--- config.mk ---
export PLATFORM = sky130hd
export DESIGN_NAME = bin2bcd_seq
export DESIGN_NICKNAME = d
export VERILOG_FILES = /design/src/rtl/bin2bcd_seq.sv
export SDC_FILE = /design/constraint.sdc
export NUM_CORES = 1
export LEC_CHECK = 0
export CAP_MARGIN = 40
export CORE_UTILIZATION = 49
export CTS_CLUSTER_DIAMETER = 200
export DETAILED_ROUTE_END_ITERATION = 12
export GPL_TIMING_DRIVEN = 0
export PLACE_DENSITY = 0.78
export SLEW_MARGIN = 25
export SYNTH_ARGS = -nofsm -noshare
export SYNTH_HDL_FRONTEND = slang
export SYNTH_SLANG_ARGS = --single-unit
--- constraint.sdc ---
create_clock -name clk -period 1.65 [get_ports clk]
set_clock_uncertainty 0.05 [all_clocks]
set_input_delay 0.33 -clock clk [delete_from_list [all_inputs] [get_ports clk]]
set_output_delay 0.33 -clock clk [all_outputs]
set_load 0.02 [all_outputs]
--- src/rtl/bin2bcd_seq.sv ---
// rtl/bin2bcd_seq.sv - sequential shift-and-add-3 binary-to-BCD converter, one bit per clock
// Optional leading-zero blank output enabled by defining BIN2BCD_BLANK_EN.
module bin2bcd_seq #(
    parameter int BIN_W  = 20,
    parameter int DIGITS = 7
) (
    input  logic                  clk,
    input  logic                  rst_n,
    input  logic                  in_valid,
    output logic                  in_ready,
    input  logic [BIN_W-1:0]      bin,
    output logic                  out_valid,
    input  logic                  out_ready,
    output logic [4*DIGITS-1:0]   bcd,
    output logic                  ovf
`ifdef BIN2BCD_BLANK_EN
    ,
    output logic [DIGITS-1:0]     blank
`endif
);

    localparam int BCD_W = 4 * DIGITS;
    localparam int CNT_W = $clog2(BIN_W + 1);

    typedef enum logic [1:0] {
        IDLE,
        SHIFT,
        DONE
    } state_t;

    state_t             state, state_nxt;
    logic [BIN_W-1:0]   sr, sr_nxt;
    logic [BCD_W-1:0]   work, work_nxt, corr;
    logic               acc, acc_nxt;
    logic [CNT_W-1:0]   cnt, cnt_nxt;
    logic               load_out;
    logic               accept;

    // Add-3 correction on every digit that would reach >= 10 after doubling.
    always_comb begin
        corr = work;
        for (int i = 0; i < DIGITS; i++) begin
            if (work[4*i +: 4] >= 4'd5)
                corr[4*i +: 4] = work[4*i +: 4] + 4'd3;
        end
    end

    always_comb begin
        state_nxt = state;
        sr_nxt    = sr;
        work_nxt  = work;
        acc_nxt   = acc;
        cnt_nxt   = cnt;
        load_out  = 1'b0;
        accept    = 1'b0;
        in_ready  = 1'b0;
        out_valid = 1'b0;

        case (state)
            IDLE: begin
                in_ready = 1'b1;
                if (in_valid)
                    accept = 1'b1;
            end
            SHIFT: begin
                sr_nxt   = sr << 1;
                work_nxt = {corr[BCD_W-2:0], sr[BIN_W-1]};
                acc_nxt  = acc | corr[BCD_W-1];
                cnt_nxt  = cnt - CNT_W'(1);
                if (cnt == CNT_W'(1)) begin
                    load_out  = 1'b1;
                    state_nxt = DONE;
                end
            end
            DONE: begin
                out_valid = 1'b1;
                if (out_ready) begin
                    in_ready  = 1'b1;
                    state_nxt = IDLE;
                    if (in_valid)
                        accept = 1'b1;
                end
            end
            default: state_nxt = IDLE;
        endcase

        if (accept) begin
            sr_nxt    = bin;
            work_nxt  = '0;
            acc_nxt   = 1'b0;
            cnt_nxt   = CNT_W'(BIN_W);
            state_nxt = SHIFT;
        end
    end

    always_ff @(posedge clk or negedge rst_n) begin
        if (!rst_n) begin
            state <= IDLE;
            sr    <= '0;
            work  <= '0;
            acc   <= 1'b0;
            cnt   <= '0;
        end else begin
            state <= state_nxt;
            sr    <= sr_nxt;
            work  <= work_nxt;
            acc   <= acc_nxt;
            cnt   <= cnt_nxt;
        end
    end

    // Result registers only move on entry to DONE so SHIFT never disturbs the last result.
    always_ff @(posedge clk or negedge rst_n) begin
        if (!rst_n) begin
            bcd <= '0;
            ovf <= 1'b0;
        end else if (load_out) begin
            bcd <= work_nxt;
            ovf <= acc_nxt;
        end
    end

`ifdef BIN2BCD_BLANK_EN
    localparam logic [DIGITS-1:0] BLANK_RST = {DIGITS{1'b1}} << 1;

    logic [DIGITS-1:0] blank_nxt;

    always_comb begin
        logic zero_above;
        zero_above = 1'b1;
        blank_nxt  = '0;
        for (int i = DIGITS - 1; i >= 1; i--) begin
            zero_above   = zero_above & (work_nxt[4*i +: 4] == 4'd0);
            blank_nxt[i] = zero_above;
        end
    end

    always_ff @(posedge clk or negedge rst_n) begin
        if (!rst_n)
            blank <= BLANK_RST;
        else if (load_out)
            blank <= blank_nxt;
    end
`endif

endmodule

# Yosys cells after proc, flatten, opt, wreduce, memory -nomap -nowiden
# Index checks and enable logic that the tools add are counted.
classes:
  n_reduce_logical: 3
  shifts: 0
  n_div: 0
  eq_ne: 6
  n_addsub: 8
  n_mul: 0
  order_cmp: 7
  muxes: 27
  bitwise: 1
op_table:
  columns: ["operator", "count"]
  rows:
  - ["$mux W28", 2]
  - ["$mux W20", 2]
  - ["$add A4 B2 Y4 const B", 7]
  - ["$ge A4 B3 Y1 const B", 7]
  - ["$mux W4", 7]
  - ["$mux W5", 2]
  - ["$mux W1", 8]
  - ["$mux W2", 3]
  - ["$ne A3 B3 Y1 const B", 2]
  - ["$pmux W2 S3", 1]
  - ["$eq A5 B1 Y1 const B", 1]
  - ["$sub A5 B1 Y5 const B", 1]
  - ["$pmux W1 S2", 2]
  - ["$reduce_and A3 Y1", 1]
  - ["$eq A2 B1 Y1 const B", 1]
  - ["$eq A2 B2 Y1 const B", 1]
  - ["$logic_not A2 Y1", 1]
  - ["$ne A2 B2 Y1 const B", 1]
  - ["$reduce_bool A2 Y1", 1]
  - ["$or A1 B1 Y1", 1]
word_totals:
  ramBits: 0
  register_bits: 85
  mem_bits_ro: 0
  out_inout_bits: 31
  word_cells: 59
  n_memories: 0
  inputBits: 24
  latchBits: 0

# Longest topological paths before layout
depth:
  ltp_word: 5
  mapped_depth: 7
  mapped_depth_nobuf: 6

# Worst setup path before layout
# OpenSTA, ideal clock, no wires.
synth_path:
  path_type: "flip-flop to flip-flop"
  startpoint: "register cnt[1]"
  endpoint: "register bcd[11]"
  path_stages_with_launch: 7
  path_slack_ns: 0.069
  period_less_slack_ns: 1.581
  t_arrival_ns: 1.403
  n_path_buf: 1
  required_ns: 1.472
  cell_sequence: "dfrtp_1 -> inv_1 -> ha_1 -> nor4b_4 -> nand2_2 -> buf_6 -> mux2_1"
synth_between:
  elab_chain_cells: 3
synth_lines:
  columns: ["element", "line_no", "rtl"]
  rows:
  - ["from (decl)", "35", "logic [CNT_W-1:0] cnt, cnt_nxt;"]
  - ["from (signal assigned)", "108", "cnt <= cnt_nxt;"]
  - ["$eq A5 B1 Y1", "70", "if (cnt == CNT_W'(1)) begin"]
  - ["$mux W1", "70", null]
  - ["$mux W1", "59", "case (state)"]
  - ["to (signal assigned)", "118", "bcd <= work_nxt;"]
  - ["to (decl)", "14", "output logic [4*DIGITS-1:0] bcd,"]
# No other way between the ends.
# A chain may end at the register's enable or synchronous reset.

# Final worst setup path
layout_path:
  startpoint: "register cnt[1]"
  endpoint: "register bcd[27]"
# Same word-level chain as after synthesis.

==> flow_summary.yaml <==
final_layout:
  final_nets: 516
  fillers: 628
  layout.cells.non_filler: 583
  regArea_um2: 2130
  drive_gt1_share_pct: 22.0
  layout_common_cells: "dfrtp_1, nand2_1, o21ai_0"
  n_antenna_cell: 0
  multiInputGateArea_um2: 1730
  stdcell_area_um2: 5190
  layout_commonest_cell: "dfrtp_1"
  syn2layout_area_growth_pct: 31.5
yosys:
  syn_area_um2: 3940
  synth_top_area_share_pct: 53.9
  ys_types: 34
  seq_area_frac_synth_pct: 53.9
  netlist.top_cell.by_area: "dfrtp_1"
  ys_warn_count: 0
  ys_seq_elements: 85
  synthCells: 385
  syn_nets: 425
  syn_area_per_cell_um2: 10.2
  synth_area_leaders: "dfrtp_1, o21ai_0, nand2_1"
timing:
  fin_crit_sh_pct: 100
  slew_headroom_pct: 71.9
  hold_viol: 0
  rsz0062_at_grt: "true"
  finalSetupViolCount: 0
  period_minus_slack_ns: 1.65
  slew_viol_final: 0
  tightest_slew_ns: 0.421
  max_freq_mhz: 606
placed_design:
  placed_area_um2: 4640
  placed_cells: 542
  portBuffers: 54
  dp.final_hpwl_mm: 6.12
  place.gp.congestion: 0.805
global_route:
  busiest_layer: "met2"
  met2_usage_pct: 39.7
  met1_usage_pct: 27.6
  grt_pass1_wl_mm: 15.0
  grt_max_degree: 56
  grt_pass1_vias: 3227
  overflow: 0
  grt_usage_pct: 23.1
  grt_antenna_before_repair: 0
  met3_usage_pct: 4.56
floorplanning:
  rows: 32
  start_util_pct: 50.8
  die_w_um: 91.7
  io_pins: 55
  dieArea_um2: 8410
  die_h_um: 91.7
  core_area_um2: 7770
setup_path:
  end_kind: "flop"
  crit_chain: "inv_2 -> ha_4 -> nor4b_4 -> nand2_4 -> buf_8 -> mux2_1"
  slowest_stage: "dfrtp_1"
  critPathKind: "flop to flop"
  start_kind: "flop"
  cpPeakStageDelay_ns: 0.40
  reg2reg_slack_ns: 0.0006
  crit_fanout: 7
  cp_data_required_time_ns: 1.83
  critical_path_arrival_ns: 1.83
cts:
  clock_sink_count: 85
  cts_buffers: 9
  htree_levels: 3
  clkLatencyLatePin_ns: 0.35
  cts_buffer_depth: 2
  cts_tree: "built"
  clockRootBuffer: "clkbuf_8"
  path_clk_slew_ns: 0.09
route:
  wl_mm: 9.45
  route.detailed.drc: 0
  drtAntennaViolNets: 0
  first_pass_iters: 7
  viasPerCell: 5.61
  vias: 3270
  wl_per_cell_um: 16.2
  initialDrtViolationCount: 206
status:
  outcome: "finished clean"
run:
  cap_violations: 0
power_and_ir_drop:
  ir_worst_vdd_v: 0.000755
  p_leak_nw: 2.53
  power.density_nw_per_um2: 1980
worst_hold_path:
  hold_class: "input port to async pin"
## where the power goes
| group | switching [W] | leakage [nW] | total, W | internal [W] |
|---|---|---|---|---|
| registers | 0.000718 | 1.08 | 0.00370 | 0.00298 |
| clock network | 0.000744 | 0.102 | 0.00153 | 0.000782 |
| logic | 0.00270 | 1.34 | 0.00504 | 0.00234 |
## per-layer routing
metal	share of wire [%]	vias to the layer above
met5	0	-
met4	2.1	0
met3	5.6	16
met2	51	110
met1	41	1628
li1	-	1516
## through the flow
stage               hold slack [ns]  total power [W]  util (%)  TNS [ns]  setup WS, ns
finish                        0.411           0.0103      66.8         0      0.000595
global route                  0.446           0.0110      66.8    -0.440       -0.0583
CTS                           0.410          0.00965      63.9   -0.0705       -0.0178
detailed placement            0.247          0.00807      59.7    -20.57        -0.643
global placement              0.415          0.00779      59.4   -254.34         -2.80
floorplan                   -0.0156          0.00649         -         0        0.0695
## final timing paths
path,endpoint,from,cells after the start
worst min register to register,bcd[20]$_DFFE_PN0P_,bcd[20]$_DFFE_PN0P_,2
min in group clk,bcd[20]$_DFFE_PN0P_,bcd[20]$_DFFE_PN0P_,2
worst min-delay path,bcd[11]$_DFFE_PN0P_,rst_n,2
worst max-delay path,bcd[27]$_DFFE_PN0P_,cnt[1]$_DFFE_PN0P_,6
max in group asynchronous,state[1]$_DFFE_PN0P_,rst_n,3
worst max register to register,bcd[27]$_DFFE_PN0P_,cnt[1]$_DFFE_PN0P_,6
## cells in the mapped netlist (all sizes together)
cell type / count
a211oi: 1
a222oi: 18
xor2: 1
o21ai: 57
buf: 9
mux2i: 1
nand2b: 9
and3: 2
and2: 5
nor4: 1
a21oi: 21
o22ai: 7
dfrtp: 85
nand2: 56
mux2: 13
a22o: 1
inv: 36
o31ai: 1
nor2b: 2
or4: 1
nor4b: 1
nor3b: 7
nand3: 1
o2bb2ai: 2
nor2: 12
clkbuf: 10
ha: 16
xnor2: 9
## cell type report
cell class | instances | area share, %
well taps | 102 | 2.46
flip-flops and latches | 85 | 41.1
multi-input cells | 245 | 33.3
plain buffers | 19 | 2.41
inverters | 36 | 2.60
clock inverters | 5 | 1.13
repair buffers | 80 | 14.1
clock buffers | 11 | 2.92
## cells by family (layout without fill, tap and decap cells)
| group | Yosys count | count (layout) | share of synthesized area, % |
|---|---|---|---|
| AO/OA/AOI/OAI | 108 | 108 | 16.8 |
| AND/OR/NAND/NOR | 97 | 97 | 12.2 |
| flip-flops | 85 | 85 | 53.9 |
| buffers and inverters | 55 | 151 | 5.90 |
| adder cells (fa/ha/maj) | 16 | 16 | 5.08 |
| multiplexers | 14 | 14 | 3.97 |
| XOR/XNOR | 10 | 10 | 2.22 |
## flip-flops by register name, summed over array words and instances (netlist names)
name   count
acc        1
bcd       28
cnt        5
ovf        1
sr        20
state      2
work      28
## critical path: cells and delay by family (launching register included)
family / cells / cell delay [ns]
fa+ha+maj: 1 / 0.11
buf+inv: 2 / 0.25
mux: 1 / 0.30
flops: 1 / 0.40
simple gates: 2 / 0.42
## what timing repair did
action | CTS | global route
endpoints found under the setup margin | 89 | 56
pin swaps | 6 | 14
hold buffers | 1 | 0
buffers inserted | 9 | 14
gates resized for setup | 60 | 58
gates cloned | 1 | 0
endpoints found under the hold margin | 30 | 0
Note: power is estimated with default switching activity, not from simulation.
